## config.mk

```make
export PLATFORM = sky130hd
export DESIGN_NAME = muldiv_ctrl
export DESIGN_NICKNAME = d
export VERILOG_FILES = /design/src/rtl/muldiv_ctrl.sv
export SDC_FILE = /design/constraint.sdc
export NUM_CORES = 2
export LEC_CHECK = 0
export CAP_MARGIN = 20
export CORE_MARGIN = 8
export CORE_UTILIZATION = 40
export CTS_BUF_LIST = sky130_fd_sc_hd__clkbuf_16
export DETAILED_ROUTE_END_ITERATION = 10
export GPL_TIMING_DRIVEN = 1
export PLACE_DENSITY = 0.55
export RECOVER_POWER = 50
export SYNTH_ARGS = -nofsm -noshare
export SYNTH_HDL_FRONTEND = slang
export SYNTH_SLANG_ARGS = --single-unit
export TNS_END_PERCENT = 30
```

## constraint.sdc

```tcl
create_clock -name clk -period 9.92 [get_ports clk]
set_input_delay 1.984 -clock clk [delete_from_list [all_inputs] [get_ports clk]]
set_output_delay 1.984 -clock clk [all_outputs]
set_load 0.02 [all_outputs]
```

## src/rtl/muldiv_ctrl.sv

```systemverilog
// Multiply/divide sequencing controller for the EX stage: two-cycle internal multiply,
// external divider handshake, MTHI/MTLO writes, pipeline stall and HI/LO commit.
`timescale 1ns/1ps
module muldiv_ctrl #(
  parameter logic [31:0] DIV0_LO = 32'hFFFF_FFFF
) (
  input  logic        clk,
  input  logic        rst,
  input  logic        op_valid,
  input  logic [2:0]  op_code,
  input  logic [31:0] opa,
  input  logic [31:0] opb,
  input  logic        flush,
  input  logic [63:0] hilo_in,
  input  logic        div_ready,
  input  logic [63:0] div_result,
  output logic        div_start,
  output logic        div_sign,
  output logic        div_annul,
  output logic [31:0] div_a,
  output logic [31:0] div_b,
  output logic        stall_req,
  output logic        hilo_we,
  output logic [63:0] hilo_wdata,
  output logic        busy
);

  typedef enum logic [1:0] {IDLE, MUL, DIV_RUN, DONE} state_t;

  state_t              state, state_next;
  logic [31:0]         opa_q, opb_q;
  logic                sign_q;
  logic                start_q;
  logic [63:0]         result_q, result_next;
  logic                load_ops, load_result, accept;
  logic signed [32:0]  mul_a, mul_b;
  logic signed [65:0]  product;

  // Sign mode selects 33-bit sign- or zero-extension so one signed multiplier serves both.
  assign mul_a   = {sign_q & opa_q[31], opa_q};
  assign mul_b   = {sign_q & opb_q[31], opb_q};
  assign product = mul_a * mul_b;

  // Reset also masks acceptance so every output reads zero while rst is low.
  assign accept = op_valid & ~flush & rst;
  assign div_a  = opa_q;
  assign div_b  = opb_q;
  assign busy   = (state != IDLE);

  // NOTE: every output of this block gets a default first, so no path can infer a latch.
  always_comb begin
    state_next  = state;
    load_ops    = 1'b0;
    load_result = 1'b0;
    result_next = product[63:0];
    div_start   = 1'b0;
    div_sign    = 1'b0;
    div_annul   = 1'b0;
    stall_req   = 1'b0;
    hilo_we     = 1'b0;
    hilo_wdata  = '0;
    case (state)
      IDLE: begin
        if (accept) begin
          if (!op_code[2]) begin
            stall_req = 1'b1;
            load_ops  = 1'b1;
            if (!op_code[1]) begin
              state_next = MUL;
            end else if (opb != 32'd0) begin
              state_next = DIV_RUN;
            end else begin
              load_result = 1'b1;
              result_next = {opa, DIV0_LO};
              state_next  = DONE;
            end
          end else if (op_code == 3'd4) begin
            hilo_we    = 1'b1;
            hilo_wdata = {opa, hilo_in[31:0]};
          end else if (op_code == 3'd5) begin
            hilo_we    = 1'b1;
            hilo_wdata = {hilo_in[63:32], opa};
          end
        end
      end
      MUL: begin
        if (flush) begin
          state_next = IDLE;
        end else begin
          stall_req   = 1'b1;
          load_result = 1'b1;
          result_next = product[63:0];
          state_next  = DONE;
        end
      end
      DIV_RUN: begin
        div_start = start_q;
        div_sign  = sign_q;
        if (flush) begin
          div_annul  = 1'b1;
          state_next = IDLE;
        end else begin
          stall_req = 1'b1;
          if (div_ready) begin
            load_result = 1'b1;
            result_next = div_result;
            state_next  = DONE;
          end
        end
      end
      DONE: begin
        state_next = IDLE;
        if (!flush) begin
          hilo_we    = 1'b1;
          hilo_wdata = result_q;
        end
      end
      default: state_next = IDLE;
    endcase
  end

  // NOTE: state uses non-blocking assignments so all registers update together at the edge.
  always_ff @(posedge clk or negedge rst) begin
    if (!rst) begin
      state    <= IDLE;
      opa_q    <= '0;
      opb_q    <= '0;
      sign_q   <= 1'b0;
      start_q  <= 1'b0;
      result_q <= '0;
    end else begin
      state   <= state_next;
      start_q <= (state == IDLE) && (state_next == DIV_RUN);
      if (load_ops) begin
        opa_q  <= opa;
        opb_q  <= opb;
        sign_q <= ~op_code[0];
      end
      if (load_result) result_q <= result_next;
    end
  end

endmodule

```

==> run_results.csv <==
group,metric,value,unit
outcome,status,"complete, but fails checks",
outcome,violations,"max-capacitance violations, max-slew violations",
global_routing,grt_max_degree,85,
synthesis,synth_warnings,0,
cts,cts_buffers,17,
timing,drv_slew,174,
critical_path,crit_start,"div_a[12]$_DFFE_PN0P_",
timing,rsz0062_at_grt,"false",
cts,cts-root-buf,"clkbuf_16",
floorplanning,die-area,125000,um^2
timing,finalClockSkew,30.5,ps
worst_hold_path,worstHoldStart,"result_q[6]$_DFFE_PN0P_",
timing,fin_setup_tns,0,ps
job,drv_cap,4,
critical_path,crit_required,10240,ps
synthesis,ys.flop_type,"dfrtp_1",
cts,h-tree-depth,4,
timing,final.period_utilization,93.2,%
critical_path,critPathMaxStageDelay,1110,ps
critical_path,cpMostUsedCell,"fa_1",
drt,postRouteAntennaNets,0,
finish,drive_gt1_share,4.76,%
floorplanning,row_count,124,
drt,vias,36000,
cts,cts_setup_buffers,0,
timing,relSlewSlack,-143,%
drt,remaining_drc_errors,0,
floorplanning,die_x,354,um
global_routing,grt_pass1_vias,38900,
critical_path,reg2reg_from,"div_a[12]$_DFFE_PN0P_",
critical_path,startpoint_type,"register",
cts,path_clk_slew,70,ps
critical_path,critPathKind,"reg2reg",
floorplanning,die_h,354,um
cts,insertion_delay,480,ps
finish,final_nets,6734,
synthesis,yosysSeqAreaShare,7.25,%
synthesis,yosysUniqueCellTypes,66,
place,dp_hpwl,130,mm
drt,viasPerCell,5.35,
floorplanning,fp.coreArea,114000,um^2
place,gp_congestion,0.894,
timing,fmax,108,MHz
drt,drtIter0Drc,3084,
critical_path,worstPathBufferInverterCount,6,
critical_path,slowest_stage,"dfrtp_1",
drt,wl_per_cell,23.5,um
floorplanning,io_pins,334,
timing,tightest_slew,3640,ps
timing,fin_ws,677,ps
global_routing,antenna_found_initial,8,
critical_path,arrival,9560,ps
cts,cts_resized,0,
global_routing,grt_pass1_wl,246,mm
place,dpl_cell_area,50700,um^2
place,place_worst_setup_slack,832,ps
cts,clock-sinks,132,
drt,dr.pass1.iters,9,
worst_hold_path,min_path_type,"reg2reg",
cts,cts_tree,"done",
floorplanning,start_util,40.1,%
place,io_buffers,333,
critical_path,critPathTopFamily,"adder cells",
global_routing,grt-ovfl-total,0,
finish,area_growth,12.4,%
timing,period_minus_slack,9240,ps
critical_path,end_kind,"register",
timing,finalSetupViolCount,0,
synthesis,avgSynthCellArea,9.07,um^2
cts,hold_buffers,0,
cts,clock_path_buffers,2,
synthesis,syn_area,45600,um^2
global_routing,grt_use_total,25.6,%
synthesis,ys_ff_latch,132,
drt,drt-total-wl,158,mm
timing,hold_violations,0,
finish,final_area,51200,um^2
synthesis,syn_nets,6570,
critical_path,worst-path-max-fanout,16,
synthesis,syn_inst,5028,
finish,utilization,45.1,%
synthesis,synthArstFlopShare,100,%
synthesis,synth_edf_count,0,
==> layout by cell type (no fill, tap or decap), types with 24 or more instances in the layout <==
cell / netlist / final
a22oi_1: 66 / 66
xnor2_1: 50 / 50
clkdlybuf4s50_1: 0 / 309
ha_1: 217 / 216
buf_4: 0 / 113
mux2_2: 66 / 66
xor2_1: 24 / 24
nand3_1: 34 / 34
dfrtp_1: 132 / 131
inv_1: 1126 / 1128
and2_1: 353 / 352
fa_1: 1125 / 1125
o21ai_0: 130 / 130
nor2_1: 147 / 146
nand2_1: 806 / 805
a22o_1: 62 / 62
a21oi_1: 96 / 96
a31oi_1: 26 / 25
==> path summary, 6_finish.rpt <==
kind | to | slack, ps | depth (start not counted)
setup reg to reg | result_q[51]$_DFFE_PN0P_ | 680 | 26
min in group asynchronous | result_q[20]$_DFFE_PN0P_ | 1930 | 1
hold reg to reg | result_q[6]$_DFFE_PN0P_ | 490 | 2
setup / recovery | result_q[51]$_DFFE_PN0P_ | 680 | 26
hold / removal | result_q[6]$_DFFE_PN0P_ | 490 | 2
max in group asynchronous | div_a[31]$_DFFE_PN0P_ | 3510 | 2
==> area by class of cell <==
cell class / instances / area (um^2)
Clock buffer: 17 / 425
Antenna cell: 4 / 10.0
Multi-Input combinational cell: 3456 / 36900
Timing Repair Buffer: 459 / 4320
Inverter: 1126 / 4230
Clock inverter: 15 / 133
Fill cell: 11200 / 62500
Tap cell: 1512 / 1890
Sequential cell: 132 / 3300
==> cells by family after synthesis <==
kind of cell / synth area share [%]
flops: 7.25
xor+xnor: 1.42
buf+inv: 11.9
compound gates: 7.66
fa+ha+maj: 55.4
simple gates: 14.7
mux: 1.76
==> flip-flops by register name, indices dropped and copies added (netlist names) <==
| register | flops |
|---|---|
| div_b | 32 |
| div_a | 32 |
| state | 2 |
| start_q | 1 |
| result_q | 64 |
| sign_q | 1 |
==> Yosys cell counts (all sizes together) (5+ instances only) <==
cell type	n	share of area (%)
clkbuf	308	2.5
fa	1125	49
ha	217	6.0
a22oi	66	1.1
a21oi	96	1.1
mux2i	6	0.13
and4	8	0.15
or2	14	0.19
nor4	10	0.14
inv	1126	9.3
nor2	147	1.2
xor2	24	0.46
a21o	20	0.33
o21bai	8	0.13
a221oi	16	0.33
o21ai	135	1.5
nand2b	8	0.11
nand2	806	6.6
o21a	8	0.13
a31oi	26	0.36
a22o	62	1.2
nor3	13	0.14
dfrtp	132	7.2
buf	6	0.060
or3	5	0.069
and2	353	4.8
xnor2	50	0.96
and3	22	0.30
a211oi	8	0.15
mux2	66	1.6
nand3	34	0.37
nor2b	12	0.16
a222oi	23	0.51
o211ai	9	0.15
nand4	15	0.21
==> metrics by stage <==
stage,hold slack [ps],std cells
floorplan,450,5028
global placement,467,6682
detailed placement,477,6685
CTS,491,6717
global route,521,6719
finish,489,6721
==> routing by layer <==
layer,wire [um],vias up,GRT usage (%)
li1,-,15300,-
met1,66300,19100,35.0
met5,13,-,0
met4,4690,2,6.79
met2,75200,1367,42.2
met3,11500,200,4.28
==> worst min-delay path, delay by kind of cell, from the launching register on <==
| kind | cells | cell delay (ps) |
|---|---|---|
| DFF | 1 | 350 |
| AOI/OAI and AO/OA | 1 | 60 |
| and+or+nand+nor | 1 | 50 |
Power is left out: the tool's default activity adds up to more than one toggle a clock period on the data nets, which glitch-free logic cannot reach.
